File: src/rtl/mci_wdt_multi.sv
// Multi-channel watchdog: NUM_TIMERS channels with CW-bit periods, running
// independently or as a cascade where each expiry starts the next channel.
module mci_wdt_multi #(
  parameter int unsigned NUM_TIMERS    = 3,
  parameter int unsigned PERIOD_DWORDS = 2
) (
  input  logic                                      clk,
  input  logic                                      rst_b,
  input  logic                                      cascade_en,
  input  logic [NUM_TIMERS-1:0]                     timer_en,
  input  logic [NUM_TIMERS-1:0]                     timer_restart,
  input  logic [NUM_TIMERS-1:0][PERIOD_DWORDS-1:0][31:0] timer_period,
  input  logic [NUM_TIMERS-1:0]                     timeout_serviced,
  output logic [NUM_TIMERS-1:0]                     active,
  output logic [NUM_TIMERS-1:0]                     timeout_p,
  output logic [NUM_TIMERS-1:0]                     timeout,
  output logic                                      fatal_timeout
);

  localparam int unsigned CW = 32 * PERIOD_DWORDS;

  typedef enum logic [1:0] {
    IDLE    = 2'd0,
    COUNT   = 2'd1,
    EXPIRED = 2'd2
  } state_t;

  logic                  cascade_q;
  logic                  mode_chg;
  logic                  svc_up;
  logic [NUM_TIMERS-1:0] force_idle;
  logic [NUM_TIMERS-1:0] start;
  logic [NUM_TIMERS-1:0] tp_next;

  assign mode_chg = cascade_en ^ cascade_q;

  // In cascade mode a service or a channel-0 disable tears down everything downstream.
  always_comb begin
    force_idle = '0;
    svc_up     = 1'b0;
    for (int unsigned i = 0; i < NUM_TIMERS; i++) begin
      if (cascade_en) begin
        force_idle[i] = mode_chg | ~timer_en[0] | svc_up;
        svc_up        = svc_up | timeout_serviced[i];
      end else begin
        force_idle[i] = mode_chg | ~timer_en[i];
      end
    end
    start = cascade_en ? {timeout_p[NUM_TIMERS-2:0], timer_en[0]} : timer_en;
  end

  for (genvar g = 0; g < NUM_TIMERS; g++) begin : g_ch
    state_t          state_q, state_d;
    logic [CW-1:0]   cnt_q, cnt_d;
    logic [CW-1:0]   period;
    logic            at_limit;
    logic            tp_q, tp_d;
    logic            to_q, to_d;
    logic            act_q;

    assign period   = timer_period[g];
    assign at_limit = ({1'b0, cnt_q} + {{CW{1'b0}}, 1'b1}) >= {1'b0, period};

    always_ff @(posedge clk or negedge rst_b) begin
      if (!rst_b) begin
        state_q <= IDLE;
        cnt_q   <= '0;
        tp_q    <= 1'b0;
        to_q    <= 1'b0;
        act_q   <= 1'b0;
      end else begin
        state_q <= state_d;
        cnt_q   <= cnt_d;
        tp_q    <= tp_d;
        to_q    <= to_d;
        act_q   <= (state_d == COUNT);
      end
    end

    always_comb begin
      state_d = state_q;
      cnt_d   = cnt_q;
      if (force_idle[g]) begin
        state_d = IDLE;
        cnt_d   = '0;
      end else begin
        unique case (state_q)
          IDLE: begin
            if (start[g] && (period != '0)) begin
              state_d = COUNT;
              cnt_d   = '0;
            end
          end
          COUNT: begin
            if (timer_restart[g])  cnt_d   = '0;
            else if (at_limit)     state_d = EXPIRED;
            else                   cnt_d   = cnt_q + {{(CW-1){1'b0}}, 1'b1};
          end
          EXPIRED: begin
            if (timeout_serviced[g]) state_d = IDLE;
          end
          default: state_d = IDLE;
        endcase
      end
    end

    // Expiry beats a coincident service, restart beats a coincident expiry.
    always_comb begin
      tp_d = ~force_idle[g] & (state_q == COUNT) & ~timer_restart[g] & at_limit;
      to_d = tp_d | (to_q & ~timeout_serviced[g]);
    end

    assign tp_next[g]   = tp_d;
    assign timeout_p[g] = tp_q;
    assign timeout[g]   = to_q;
    assign active[g]    = act_q;
  end

  always_ff @(posedge clk or negedge rst_b) begin
    if (!rst_b) begin
      cascade_q     <= 1'b0;
      fatal_timeout <= 1'b0;
    end else begin
      cascade_q     <= cascade_en;
      fatal_timeout <= fatal_timeout | tp_next[NUM_TIMERS-1];
    end
  end

endmodule

File: config.mk
export PLATFORM = sky130hd
export DESIGN_NAME = mci_wdt_multi
export DESIGN_NICKNAME = d
export VERILOG_FILES = /design/src/rtl/mci_wdt_multi.sv
export SDC_FILE = /design/constraint.sdc
export NUM_CORES = 1
export LEC_CHECK = 0
export BUFFER_PORTS_ARGS = -buffer_cell sky130_fd_sc_hd__buf_2
export CAP_MARGIN = 20
export CORE_MARGIN = 4
export CORE_UTILIZATION = 45
export DETAILED_ROUTE_END_ITERATION = 16
export MAX_ROUTING_LAYER = met4
export RECOVER_POWER = 50
export SLEW_MARGIN = 15
export SYNTH_ARGS = -nofsm -noshare
export SYNTH_HDL_FRONTEND = slang
export SYNTH_SLANG_ARGS = --single-unit
File: constraint.sdc
create_clock -name clk -period 8.3 [get_ports clk]
set_input_delay 0.415 -clock clk [delete_from_list [all_inputs] [get_ports clk]]
set_output_delay 0.415 -clock clk [all_outputs]
set_load 0.05 [all_outputs]
Yosys cells after proc, flatten, opt, wreduce, memory -nomap -nowiden
Cells that the tools add are included.
{ "classes": {"bitwise_logic": 35, "n_eq_ne": 15, "n_reduce_logical": 15, "addsub": 6, "muxes": 38, "order_cmp": 3} }
{ "op_table": {"columns": ["operator", "n"], "rows": [
  ["$mux 64", 12],
  ["$pmux 64 s2", 3],
  ["$add 64x1->65 const B", 3],
  ["$ge 65x64->1", 3],
  ["$add 64x1->64 const B", 3],
  ["$reduce_bool 64->1", 3],
  ["$mux 2", 15],
  ["$pmux 2 s3", 3],
  ["$and 1x1->1", 12],
  ["$eq 2x1->1 const B", 6],
  ["$ne 4x4->1 const B", 3],
  ["$not 1->1", 12],
  ["$or 1x1->1", 10],
  ["$ne 3x3->1 const B", 3],
  ["$reduce_and 3->1", 3],
  ["$reduce_bool 3->1", 3],
  ["$eq 2x2->1 const B", 3],
  ["$logic_not 2->1", 3],
  ["$mux 1", 4],
  ["$logic_and 1x1->1", 3],
  ["$mux 3", 1],
  ["$xor 1x1->1", 1]
]} }
{ "totals": {"word_cells": 129, "ff_bits": 209, "input_bits": 204, "output_inout_bits": 10} }

Depth between registers and ports, before layout
{ "logic_depth": {"word_depth": 10, "mapped_depth": 21, "mapped_depth_nobuf": 17} }

Worst setup path after synthesis
Ideal clock, no wire load.
{ "synth_path": {"kind": "flip-flop to flip-flop", "startpoint": "register g_ch[1].cnt_q[40]", "endpoint": "register g_ch[1].cnt_q[13]", "arrival_time_ps": 4464, "path_buffers": 4, "stages_incl_launch_ff": 20, "setup_slack_ps": 3771, "path_cell_list": "dfrtp_1 > clkbuf_1 > nand4_1 > or3_1 > or2_2 > nor4_4 > nand4_1 > nor2_1 > xor2_1 > ha_1 > nand4_1 > a21oi_1 > a2111oi_0 > o31ai_1 > a21o_1 > a2111oi_1 > buf_2 > buf_2 > buf_2 > a22o_1"} }
{ "synth_via": {"elab_chain_len": 4} }
{ "synth_rtl": {"columns": ["element", "line", "text"], "rows": [
  ["start, declared", "54", "logic [CW-1:0] cnt_q, cnt_d;"],
  ["start signal, assigned", "73", "cnt_q <= cnt_d;"],
  ["$add 64x1->65", "62", "assign at_limit = ({1'b0, cnt_q} + {{CW{1'b0}}, 1'b1}) >= {1'b0, period};"],
  ["$ge 65x64->1", "62", null],
  ["$ne 4x4->1 (no source line)", null, null],
  ["$reduce_and 3->1 (no source line)", null, null]
]} }
Every way passes these cells.
A chain may end at the register's enable or synchronous reset.

Worst setup path in the final report
{ "layout_path": {"startpoint": "register g_ch[2].cnt_q[2]", "endpoint": "register g_ch[2].cnt_q[13]"} }
{ "layout_via": {"elab_chain_len": 5, "word_cells_on_any_way": 9, "cone_classes": "add/sub (2); order compare (1); eq/ne (1); mux (4); reduce/logical (1)"} }
{ "layout_rtl": {"columns": ["element", "line"], "rows": [
  ["start, declared", "54"],
  ["start signal, assigned", "73"],
  ["branches (longest 5 deep; another with $add 64x1->65)", null]
]} }
Several ways; the timed one is not identified. The select of a mux whose other input is x is not followed.

==> impl_metrics.ini <==
[global_route]
grt_use_total = 0.241
grtUsageMet1 = 0.335
antenna_found_initial = 0
met3_usage = 0.0264
grt_pass1_vias = 16000
grt.busiest_layer = met2
grt_pass1_wl_um = 84900
gr-total-overflow = 0
grt_max_degree = 106
met2_usage = 0.376

[min_path]
hold_path.class = input pin to flip-flop

[finish]
fin_util = 0.516
drive_gt1_frac = 0.130
area_growth_syn_to_layout_pct = 12.3
nets = 2694
antenna_cells = 0
regArea_sq_mm = 0.00523
multiInputGateArea_sq_mm = 0.0114
fillers = 3805

[clock_network]
cts-root-buf = clkbuf_16
post_cts_resized = 0
cts_sinks = 209
postCtsHoldBufs = 1
clk-insertion-delay-late_ns = 0.55
numCtsBuffers = 27
clkTransAtPathRegs_ns = 0.06
cts_tree = done
cts_setup_buffers = 0
cts_buffer_depth = 3
htree_levels = 1

[floorplanning]
io_pins = 214
core-area_sq_mm = 0.0391
initial_utilization = 0.460
dieArea_sq_mm = 0.0432
die_w_um = 208
rows = 72
fp.dieH_um = 208

[synthesis]
avgSynthCellArea_sq_um = 8.43
synth-main-ff-cell = dfrtp_1
synth.cell_area_sq_mm = 0.0180
synthArstFlopShare = 1.00
synth-seq-cells = 209
synth-edff-count = 0
yosysTopAreaCellShare = 0.291
yosys_warnings = 0
ys_types = 73
syn_inst = 2131
synth_top_area_cell = dfrtp_1
syn_nets = 2530
ys_seq_area_frac = 0.291
synth_area_leaders = dfrtp_1 29%, ha_1 14%, xnor2_1 6.0%, a22o_1 5.0%, inv_1 4.5%

[sta]
fmax_mhz = 169
tightest_slew_ns = 3.19
slew_viol_final = 108
rsz0062_at_grt = no
period_needed_ns = 5.91
finalSetupTns_ns = 0
relSlewSlack = -1.13
fin_crit_sh = 0.712
hold_viol = 0
finalSetupViolCount = 0
clock_skew_ns = 0.0143

[pwr]
leakage_nw = 10.3
p_per_area_mw_per_mm2 = 120
irDropWorstVdd_mv = 0.107

[drt]
via_count = 16400
wl_per_cell_um = 18.5
drt.antenna.violating_nets = 0
drt_iter0_markers = 1198
vias_per_cell = 5.80
drc = 0
wl_um = 52500
dr.pass1.iters = 5

[setup_path]
critPathArrivalTime_ns = 6.39
cp_top_family = simple AND/OR/NAND/NOR gates
cpPeakStageDelay_ns = 0.76
crit_path_max_fanout = 48
path_cells = nand3_1 > nor3_1 > nand4_1 > nor4_1 > nand3_1 > or2_2 > nand2_1 > ha_1 > nand4_1 > nor3_1 > a221oi_1 > o211ai_1 > a311oi_1 > and4b_2 > buf_4 > a21boi_0 > a21o_1
critPathKind = flip-flop to flip-flop
cp.required_ns = 8.77
worst-path-buf-inv = 1
cp-start-kind = flip-flop
end_kind = flip-flop
worst_path_max_delay_cell = nor4_1

[placed_design]
port_buffers = 213
post-dp-hpwl_um = 40200
place_congestion = 0.905

[run_status]
failed_checks = capacitance limit, slew limit
status = finished with violations

[job]
max_cap_violations = 2
final timing paths:
check	from	depth (start not counted)	endpoint	slack [ns]
worst max-delay path	g_ch[2].cnt_q[2]	17	g_ch[2].cnt_q[13]	2.39
worst min-delay path	timeout_serviced[0]	2	g_ch[0].to_q	0.16
worst max register to register	g_ch[2].cnt_q[2]	17	g_ch[2].cnt_q[13]	2.39
worst min register to register	fatal_timeout	1	fatal_timeout	0.48
max in group asynchronous	rst_b	3	g_ch[0].cnt_q[53]	4.20
min in group asynchronous	rst_b	2	g_ch[0].cnt_q[7]	0.53
kinds of logic (layout without fill, tap and decap cells):
logic type,Yosys count,count (layout),share of synthesized area
compound gates,402,402,0.164
xor+xnor,173,173,0.0843
buf+inv,311,494,0.0743
simple gates,833,833,0.246
fa+ha+maj,195,195,0.136
flops,209,209,0.291
mux,8,8,0.00473
flip-flops by register name, indices dropped and copies added (netlist names):
name / cells
g_ch.act_q: 3
g_ch.state_q: 6
cascade_q: 1
fatal_timeout: 1
g_ch.to_q: 3
g_ch.tp_q: 3
g_ch.cnt_q: 192
metrics by stage:
step,setup WS (ns),hold WS [ns],power [W],instances,instance area (sq um)
6_report,2.39,0.160,0.00242,2832,20200
5_1_grt,1.72,0.139,0.00252,2832,20200
4_1_cts,2.39,0.0695,0.00245,2832,20200
3_5_place_dp,2.40,0.468,0.00126,2783,19300
3_3_place_gp,2.65,0.450,0.00126,2782,19300
2_1_floorplan,3.77,0.119,0.00114,2131,18000
cells in the mapped netlist, types with 6 or more instances:
cell type / n
o211ai_1: 14
and3_1: 79
o21ai_0: 60
xor2_1: 49
buf_2: 34
clkbuf_1: 32
buf_6: 10
or3_1: 20
o21a_1: 6
xnor2_1: 124
a21o_1: 22
buf_4: 12
a221o_1: 45
a21oi_1: 89
and2_1: 12
nor2b_1: 8
nor3_1: 46
nand2b_1: 11
a21boi_0: 14
nand3_1: 113
nand4_1: 93
nor2_1: 114
nand2_1: 199
a41oi_1: 6
ha_1: 195
a22o_1: 102
and4_1: 20
a221oi_1: 10
or4_1: 9
inv_1: 217
or2_2: 15
dfrtp_1: 209
nor4_1: 66
cell usage in the layout (no fill, tap or decap), drive strengths merged, types with 22 or more instances in the layout:
cell | netlist | layout
a21oi | 89 | 89
buf | 57 | 214
dfrtp | 209 | 209
o21ai | 60 | 60
nor3 | 47 | 47
and3 | 79 | 79
a22o | 102 | 102
clkbuf | 36 | 49
nand2 | 199 | 199
nand4 | 95 | 95
xnor2 | 124 | 124
nand3 | 115 | 115
inv | 218 | 218
a221o | 45 | 45
nor4 | 70 | 70
a21o | 22 | 22
xor2 | 49 | 49
ha | 195 | 195
nor2 | 114 | 114
final cells by class:
type / count / area share
clock buffer: 36 / 0.0381
clock inverter: 12 / 0.00558
inverter: 218 / 0.0406
multi-input combinational: 1611 / 0.567
sequential: 209 / 0.259
tap: 518 / 0.0321
timing repair buffer: 228 / 0.0578
where the power goes:
part | internal [W] | switching, W
sequential | 0.00102 | 0.00000124
combinational | 0.0000764 | 0.000144
clock | 0.000707 | 0.000466
layer usage:
| layer | part of all wire | up-vias |
|---|---|---|
| met5 | 0 | - |
| met4 | 0.030 | 0 |
| met3 | 0.044 | 86 |
| met2 | 0.45 | 420 |
| met1 | 0.47 | 7843 |
| li1 | - | 8086 |
(Power assumes the default switching activity.)
